[src/rtl/button_pkg.sv]
// Shared constants, FSM state codes and the wrapping value step for button_reader.
package button_pkg;
   localparam int VALUE_W = 5;

   // Board timing at 50 MHz and a short simulation-scale set
   localparam int DEF_DEBOUNCE_CYCLES = 1000000;
   localparam int DEF_HOLD_CYCLES     = 25000000;
   localparam int DEF_REPEAT_CYCLES   = 5000000;
   localparam int SIM_DEBOUNCE_CYCLES = 8;
   localparam int SIM_HOLD_CYCLES     = 40;
   localparam int SIM_REPEAT_CYCLES   = 10;

   localparam logic [1:0] ST_IDLE   = 2'd0;
   localparam logic [1:0] ST_HELD   = 2'd1;
   localparam logic [1:0] ST_REPEAT = 2'd2;

   // inc and dec together cancel; otherwise step with wrap inside 0..vmax
   function automatic logic [VALUE_W-1:0] next_value(
      input logic [VALUE_W-1:0] cur,
      input logic               inc,
      input logic               dec,
      input logic [VALUE_W-1:0] vmax
   );
      logic [VALUE_W-1:0] nxt;
      nxt = cur;
      if (inc && !dec) begin
         nxt = (cur == vmax) ? '0 : cur + VALUE_W'(1);
      end else if (dec && !inc) begin
         nxt = (cur == '0) ? vmax : cur - VALUE_W'(1);
      end
      return nxt;
   endfunction
endpackage

[src/rtl/button_reader_debounce_channel.sv]
// One button: 2-flop synchroniser, debounce, hold/auto-repeat FSM; level and pulses are registered.
// Latency: raw edge to level/press/release is DEBOUNCE_CYCLES + 2 cycles; no backpressure.
module debounce_channel
   import button_pkg::*;
#(
   parameter int DEBOUNCE_CYCLES = DEF_DEBOUNCE_CYCLES,
   parameter int HOLD_CYCLES     = DEF_HOLD_CYCLES,
   parameter int REPEAT_CYCLES   = DEF_REPEAT_CYCLES,
   parameter int ACTIVE_LOW      = 1
)(
   input  logic i_clk,
   input  logic i_rst,
   input  logic i_but,
   output logic o_level,
   output logic o_press,
   output logic o_release,
   output logic o_repeat
);
   localparam logic RAW_IDLE = (ACTIVE_LOW != 0);
   localparam int   DB_W     = (DEBOUNCE_CYCLES > 1) ? $clog2(DEBOUNCE_CYCLES) : 1;
   localparam int   TMR_MAX  = (HOLD_CYCLES > REPEAT_CYCLES) ? HOLD_CYCLES : REPEAT_CYCLES;
   localparam int   TMR_W    = (TMR_MAX > 1) ? $clog2(TMR_MAX) : 1;
   localparam logic [DB_W-1:0]  DB_LAST   = DB_W'(DEBOUNCE_CYCLES - 1);
   localparam logic [TMR_W-1:0] HOLD_LAST = TMR_W'(HOLD_CYCLES - 1);
   localparam logic [TMR_W-1:0] REP_LAST  = TMR_W'(REPEAT_CYCLES - 1);

   logic [1:0]       r_sync;
   logic [DB_W-1:0]  r_db_cnt;
   logic             r_level;
   logic [1:0]       r_state;
   logic [TMR_W-1:0] r_tmr;
   logic             r_press;
   logic             r_release;
   logic             r_repeat;
   logic             w_s;
   logic             w_toggle;
   logic             w_rise;
   logic             w_fall;

   assign w_s      = r_sync[1] ^ RAW_IDLE;
   assign w_toggle = (w_s != r_level) && (r_db_cnt == DB_LAST);
   assign w_rise   = w_toggle & ~r_level;
   assign w_fall   = w_toggle & r_level;

   always_ff @(posedge i_clk) begin
      if (i_rst) begin
         r_sync   <= {RAW_IDLE, RAW_IDLE};
         r_db_cnt <= '0;
         r_level  <= 1'b0;
      end else begin
         r_sync <= {r_sync[0], i_but};
         if ((w_s == r_level) || w_toggle) begin
            r_db_cnt <= '0;
         end else begin
            r_db_cnt <= r_db_cnt + DB_W'(1);
         end
         if (w_toggle) begin
            r_level <= ~r_level;
         end
      end
   end

   // One timer serves both the initial hold delay and the repeat interval
   always_ff @(posedge i_clk) begin
      if (i_rst) begin
         r_state   <= ST_IDLE;
         r_tmr     <= '0;
         r_press   <= 1'b0;
         r_release <= 1'b0;
         r_repeat  <= 1'b0;
      end else begin
         r_press   <= 1'b0;
         r_release <= 1'b0;
         r_repeat  <= 1'b0;
         case (r_state)
            ST_IDLE: begin
               if (w_rise) begin
                  r_press <= 1'b1;
                  r_tmr   <= '0;
                  r_state <= ST_HELD;
               end
            end
            ST_HELD: begin
               if (w_fall) begin
                  r_release <= 1'b1;
                  r_state   <= ST_IDLE;
               end else if (r_tmr == HOLD_LAST) begin
                  r_repeat <= 1'b1;
                  r_tmr    <= '0;
                  r_state  <= ST_REPEAT;
               end else begin
                  r_tmr <= r_tmr + TMR_W'(1);
               end
            end
            ST_REPEAT: begin
               if (w_fall) begin
                  r_release <= 1'b1;
                  r_state   <= ST_IDLE;
               end else if (r_tmr == REP_LAST) begin
                  r_repeat <= 1'b1;
                  r_tmr    <= '0;
               end else begin
                  r_tmr <= r_tmr + TMR_W'(1);
               end
            end
            default: begin
               r_state <= ST_IDLE;
               r_tmr   <= '0;
            end
         endcase
      end
   end

   assign o_level   = r_level;
   assign o_press   = r_press;
   assign o_release = r_release;
   assign o_repeat  = r_repeat;
endmodule

[src/rtl/button_reader.sv]
// Two debounced buttons driving a wrapping up/down digit value for a seven_seg input.
// Latency: value steps one cycle after a press/repeat pulse; no backpressure.
module button_reader
   import button_pkg::*;
#(
   parameter int DEBOUNCE_CYCLES = DEF_DEBOUNCE_CYCLES,
   parameter int HOLD_CYCLES     = DEF_HOLD_CYCLES,
   parameter int REPEAT_CYCLES   = DEF_REPEAT_CYCLES,
   parameter int ACTIVE_LOW      = 1,
   parameter int VALUE_MAX       = 19
)(
   input  logic               i_clk,
   input  logic               i_rst,
   input  logic               i_but1,
   input  logic               i_but2,
   output logic [1:0]         o_level,
   output logic [1:0]         o_press,
   output logic [1:0]         o_release,
   output logic [1:0]         o_repeat,
   output logic [VALUE_W-1:0] o_value
);
   localparam logic [VALUE_W-1:0] VMAX = VALUE_W'(VALUE_MAX);

   logic [VALUE_W-1:0] r_value;
   logic               w_inc;
   logic               w_dec;

   debounce_channel #(
      .DEBOUNCE_CYCLES (DEBOUNCE_CYCLES),
      .HOLD_CYCLES     (HOLD_CYCLES),
      .REPEAT_CYCLES   (REPEAT_CYCLES),
      .ACTIVE_LOW      (ACTIVE_LOW)
   ) u_ch1 (
      .i_clk     (i_clk),
      .i_rst     (i_rst),
      .i_but     (i_but1),
      .o_level   (o_level[0]),
      .o_press   (o_press[0]),
      .o_release (o_release[0]),
      .o_repeat  (o_repeat[0])
   );

   debounce_channel #(
      .DEBOUNCE_CYCLES (DEBOUNCE_CYCLES),
      .HOLD_CYCLES     (HOLD_CYCLES),
      .REPEAT_CYCLES   (REPEAT_CYCLES),
      .ACTIVE_LOW      (ACTIVE_LOW)
   ) u_ch2 (
      .i_clk     (i_clk),
      .i_rst     (i_rst),
      .i_but     (i_but2),
      .o_level   (o_level[1]),
      .o_press   (o_press[1]),
      .o_release (o_release[1]),
      .o_repeat  (o_repeat[1])
   );

   assign w_inc = o_press[0] | o_repeat[0];
   assign w_dec = o_press[1] | o_repeat[1];

   always_ff @(posedge i_clk) begin
      if (i_rst) begin
         r_value <= '0;
      end else begin
         r_value <= next_value(r_value, w_inc, w_dec, VMAX);
      end
   end

   assign o_value = r_value;
endmodule

[config.mk]
export PLATFORM = sky130hd
export DESIGN_NAME = button_reader
export DESIGN_NICKNAME = d
export VERILOG_FILES = /design/src/rtl/button_pkg.sv /design/src/rtl/button_reader_debounce_channel.sv /design/src/rtl/button_reader.sv
export SDC_FILE = /design/constraint.sdc
export NUM_CORES = 1
export LEC_CHECK = 0
export CAP_MARGIN = 10
export CORE_AREA = 2 2 156 158
export DETAILED_ROUTE_END_ITERATION = 7
export DIE_AREA = 0 0 158 160
export MAX_ROUTING_LAYER = met4
export PLACE_DENSITY = 0.45
export SLEW_MARGIN = 20
export SYNTH_ARGS = -nofsm -noshare
export SYNTH_HDL_FRONTEND = slang
export SYNTH_SLANG_ARGS = --single-unit
[constraint.sdc]
create_clock -name i_clk -period 3.5 [get_ports i_clk]
set_input_delay 0.35 -clock i_clk [delete_from_list [all_inputs] [get_ports i_clk]]
set_output_delay 0.35 -clock i_clk [all_outputs]
set_load 0.03 [all_outputs]
==> out/qor.yml <==
power.ir.vdd_worst_mv: 0.211
path_cells: "or4b_2, nor4_1, and2_1, o22a_1, nor2_1, a22o_1"
synthCells: 704
finalWorstPathRequiredPeriod_ns: 2.88
root_buffer: "sky130_fd_sc_hd__clkbuf_16"
cts_resized: 0
longest_clk_path_bufs: 2
cts.hold.buffers_added: 0
gp_congestion: 0.780
cp.buffers_inverters: 0
synth.cell_area_um2: 5820
critical_path.reg2reg.startpoint: "u_ch1.r_tmr[6]"
dpl.cell_count: 1013
worst-slew-pin-transition_ns: 0.882
syn-mean-instance-area_um2: 8.26
worst_path_max_delay_cell: "sky130_fd_sc_hd__or4b_2"
ys_top_cells_by_area: "sky130_fd_sc_hd__dfxtp_1 38%, sky130_fd_sc_hd__nor2_1 5.9%, sky130_fd_sc_hd__xnor2_1 5.9%, sky130_fd_sc_hd__nand2_1 4.1%, sky130_fd_sc_hd__nand3_1 3.6%"
critical_path_max_stage_delay_ns: 0.68
grt_setup_unrepaired: "no"
port_buf_inserts: 16
final-instance-count-excl-fill: 1027
drive_above_1_share: 0.0597
fin_setup_tns_ns: 0
report.final.slew_viol_count: 0
postCtsSetupRepairBufs: 0
detail_route.first_pass.iterations: 5
die-width_um: 158
min_path_type: "reg2reg"
initial_antenna_violation_count: 0
worst_ep_required_time_ns: 3.74
yosysTopAreaCell: "sky130_fd_sc_hd__dfxtp_1"
library_cells_used_by_synthesis: 64
power_density_nw_per_um2: 356
multi_input_logic_area_um2: 3330
ant_nets: 0
cts_num_sinks: 111
antenna_cells: 0
critical_path_arrival_ns: 3.13
synthFlopType: "sky130_fd_sc_hd__dfxtp_1"
vias_per_cell: 4.76
critPathCaptureType: "register"
synth_enable_flop_cells: 0
post-synth-top-count-cell: "sky130_fd_sc_hd__dfxtp_1"
fin_worst_skew_ns: 0.00568
seq_area_um2: 2220
maxSlewHeadroom: 0.407
setup_viol: 0
start_util: 0.244
tritoncts.num_buffers: 9
timing.max_cap.violations: 0
max_freq_ghz: 0.347
yosysSeqAreaShare: 0.382
mean_routed_wirelength_per_cell_um: 13.4
worst_setup_path_start_kind: "register"
synth_largest_type_area_fraction: 0.382
globalRouteOverflowTotal: 0
timing.critical_path.max_delay_family: "simple AND/OR/NAND/NOR gates"
cellLeakagePower_nw: 1.98
dpl.hpwl_mm: 9.73
die_area_um2: 25300
power_after_layout_w: 0.00232
core_region_area_um2: 23800
finalHoldViolations: 0
number_of_remaining_drc_errors: 0
die_h_um: 160
top_level_ports: 17
final_core_utilization: 0.274
htree_levels: 3
mappedNetlistNets: 721
grt_max_degree: 22
hp-start: "u_ch2.r_sync[0]"
cts_tree: "done"
wire_length_of_the_first_global_routing_pass_mm: 23.0
core.rowCount: 57
worst_setup_hold_path_clk_slew_ns: 0.07
critical_path_peak_fanout: 16
run_status: "finished clean"
crit_path_start: "u_ch1.r_tmr[6]"
synth_top_cells_by_count: "111 x sky130_fd_sc_hd__dfxtp_1, 91 x sky130_fd_sc_hd__nor2_1, 63 x sky130_fd_sc_hd__nand2_1"
timing_worst_setup_path_type: "reg2reg"
final_net_count: 717
drt-initial-drc-count: 275
sum_of_routed_wire_length_over_all_layers_mm: 13.8
grtUsageTotal: 0.114
filler_cell_count: 2593
ys.warnings.count: 0
syn_to_final_growth_pct: 12.2
detailroute.via_count: 4890
ys_async_sr_fraction: 0
clock_network_latency_to_the_later_pin_of_the_worst_skew_pair_ns: 0.35
postSynthRegisterBits: 111
layout_worst_path_cycle_share: 0.824
first_global_vias: 4595
## worst register-to-register path, cell delays in order, from the launching register on
cell and delay, ns:
sky130_fd_sc_hd__dfxtp_1 0.38, sky130_fd_sc_hd__or4b_2 0.68, sky130_fd_sc_hd__nor4_1 0.42, sky130_fd_sc_hd__and2_1 0.25
sky130_fd_sc_hd__o22a_1 0.56, sky130_fd_sc_hd__nor2_1 0.23, sky130_fd_sc_hd__a22o_1 0.28
## path summary, 6_finish.rpt
kind,to,slack (ns),cells past startpoint
worst min register to register,u_ch2.r_sync[1],0.41,1
worst min-delay path,u_ch2.r_sync[1],0.41,1
worst max-delay path,u_ch1.r_tmr[6],0.62,6
worst max register to register,u_ch1.r_tmr[6],0.62,6
## logic make-up after synthesis
kind of cell	synth area share
AO/OA/AOI/OAI	0.121
XOR/XNOR	0.0903
adder cells (fa/ha/maj)	0.0280
buffers and inverters	0.0480
flip-flops	0.382
multiplexers	0.00172
AND/OR/NAND/NOR	0.329
## power by group
group          leakage, nW  switching (W)  internal, W
clock network        0.132       0.000455     0.000514
registers            0.895     0.00000426      0.00127
logic                0.951      0.0000561    0.0000276
## stage by stage
stage | worst slack, ns | hold slack, ns | cell area [µm²]
after floorplan | 1.10 | 0.389 | 5820
after detailed placement | 0.634 | 0.398 | 6260
final | 0.616 | 0.413 | 6530
after CTS | 0.628 | 0.417 | 6520
after global routing | 0.398 | 0.442 | 6530
after global placement | 0.644 | 0.393 | 6260
## sequential cells by signal (all words and copies together), names as in the netlist, 2 cells and up
register        cells
u_ch2.r_state       2
u_ch1.r_tmr        25
u_ch1.r_db_cnt     20
u_ch1.r_sync        2
u_ch2.r_sync        2
u_ch2.r_db_cnt     20
u_ch1.r_state       2
u_ch2.r_tmr        25
o_value             5
## final cells by class
| cell class | count | area share |
|---|---|---|
| clock buffer | 13 | 0.0399 |
| clock inverter | 1 | 0.000767 |
| inverter | 25 | 0.0144 |
| multi-input combinational | 530 | 0.510 |
| sequential | 111 | 0.340 |
| tap | 324 | 0.0621 |
| timing repair buffer | 23 | 0.0326 |
## layout by cell type, fill, tap and decap left out, types with 13 or more instances in the layout
| master | count |
|---|---|
| sky130_fd_sc_hd__xor2_1 | 21 |
| sky130_fd_sc_hd__nor3_1 | 14 |
| sky130_fd_sc_hd__nor2_1 | 91 |
| sky130_fd_sc_hd__dfxtp_1 | 111 |
| sky130_fd_sc_hd__inv_1 | 25 |
| sky130_fd_sc_hd__a21oi_1 | 20 |
| sky130_fd_sc_hd__nor4_1 | 25 |
| sky130_fd_sc_hd__clkdlybuf4s50_1 | 16 |
| sky130_fd_sc_hd__and3_1 | 16 |
| sky130_fd_sc_hd__nand2_1 | 63 |
| sky130_fd_sc_hd__nand3_1 | 42 |
| sky130_fd_sc_hd__o21ai_0 | 21 |
| sky130_fd_sc_hd__nand4_1 | 22 |
| sky130_fd_sc_hd__ha_1 | 13 |
| sky130_fd_sc_hd__xnor2_1 | 39 |
## routing by layer
| metal | share of wire | routed length, µm | vias to the layer above | track usage |
|---|---|---|---|---|
| met4 | 0.0091 | 126 | 0 | 0.0238 |
| met5 | 0 | 0 | - | - |
| met2 | 0.46 | 6290 | 69 | 0.180 |
| met1 | 0.51 | 6970 | 2303 | 0.148 |
| met3 | 0.029 | 405 | 10 | 0.0269 |
| li1 | - | - | 2508 | - |
No activity file was read; power rests on OpenSTA's default activity.
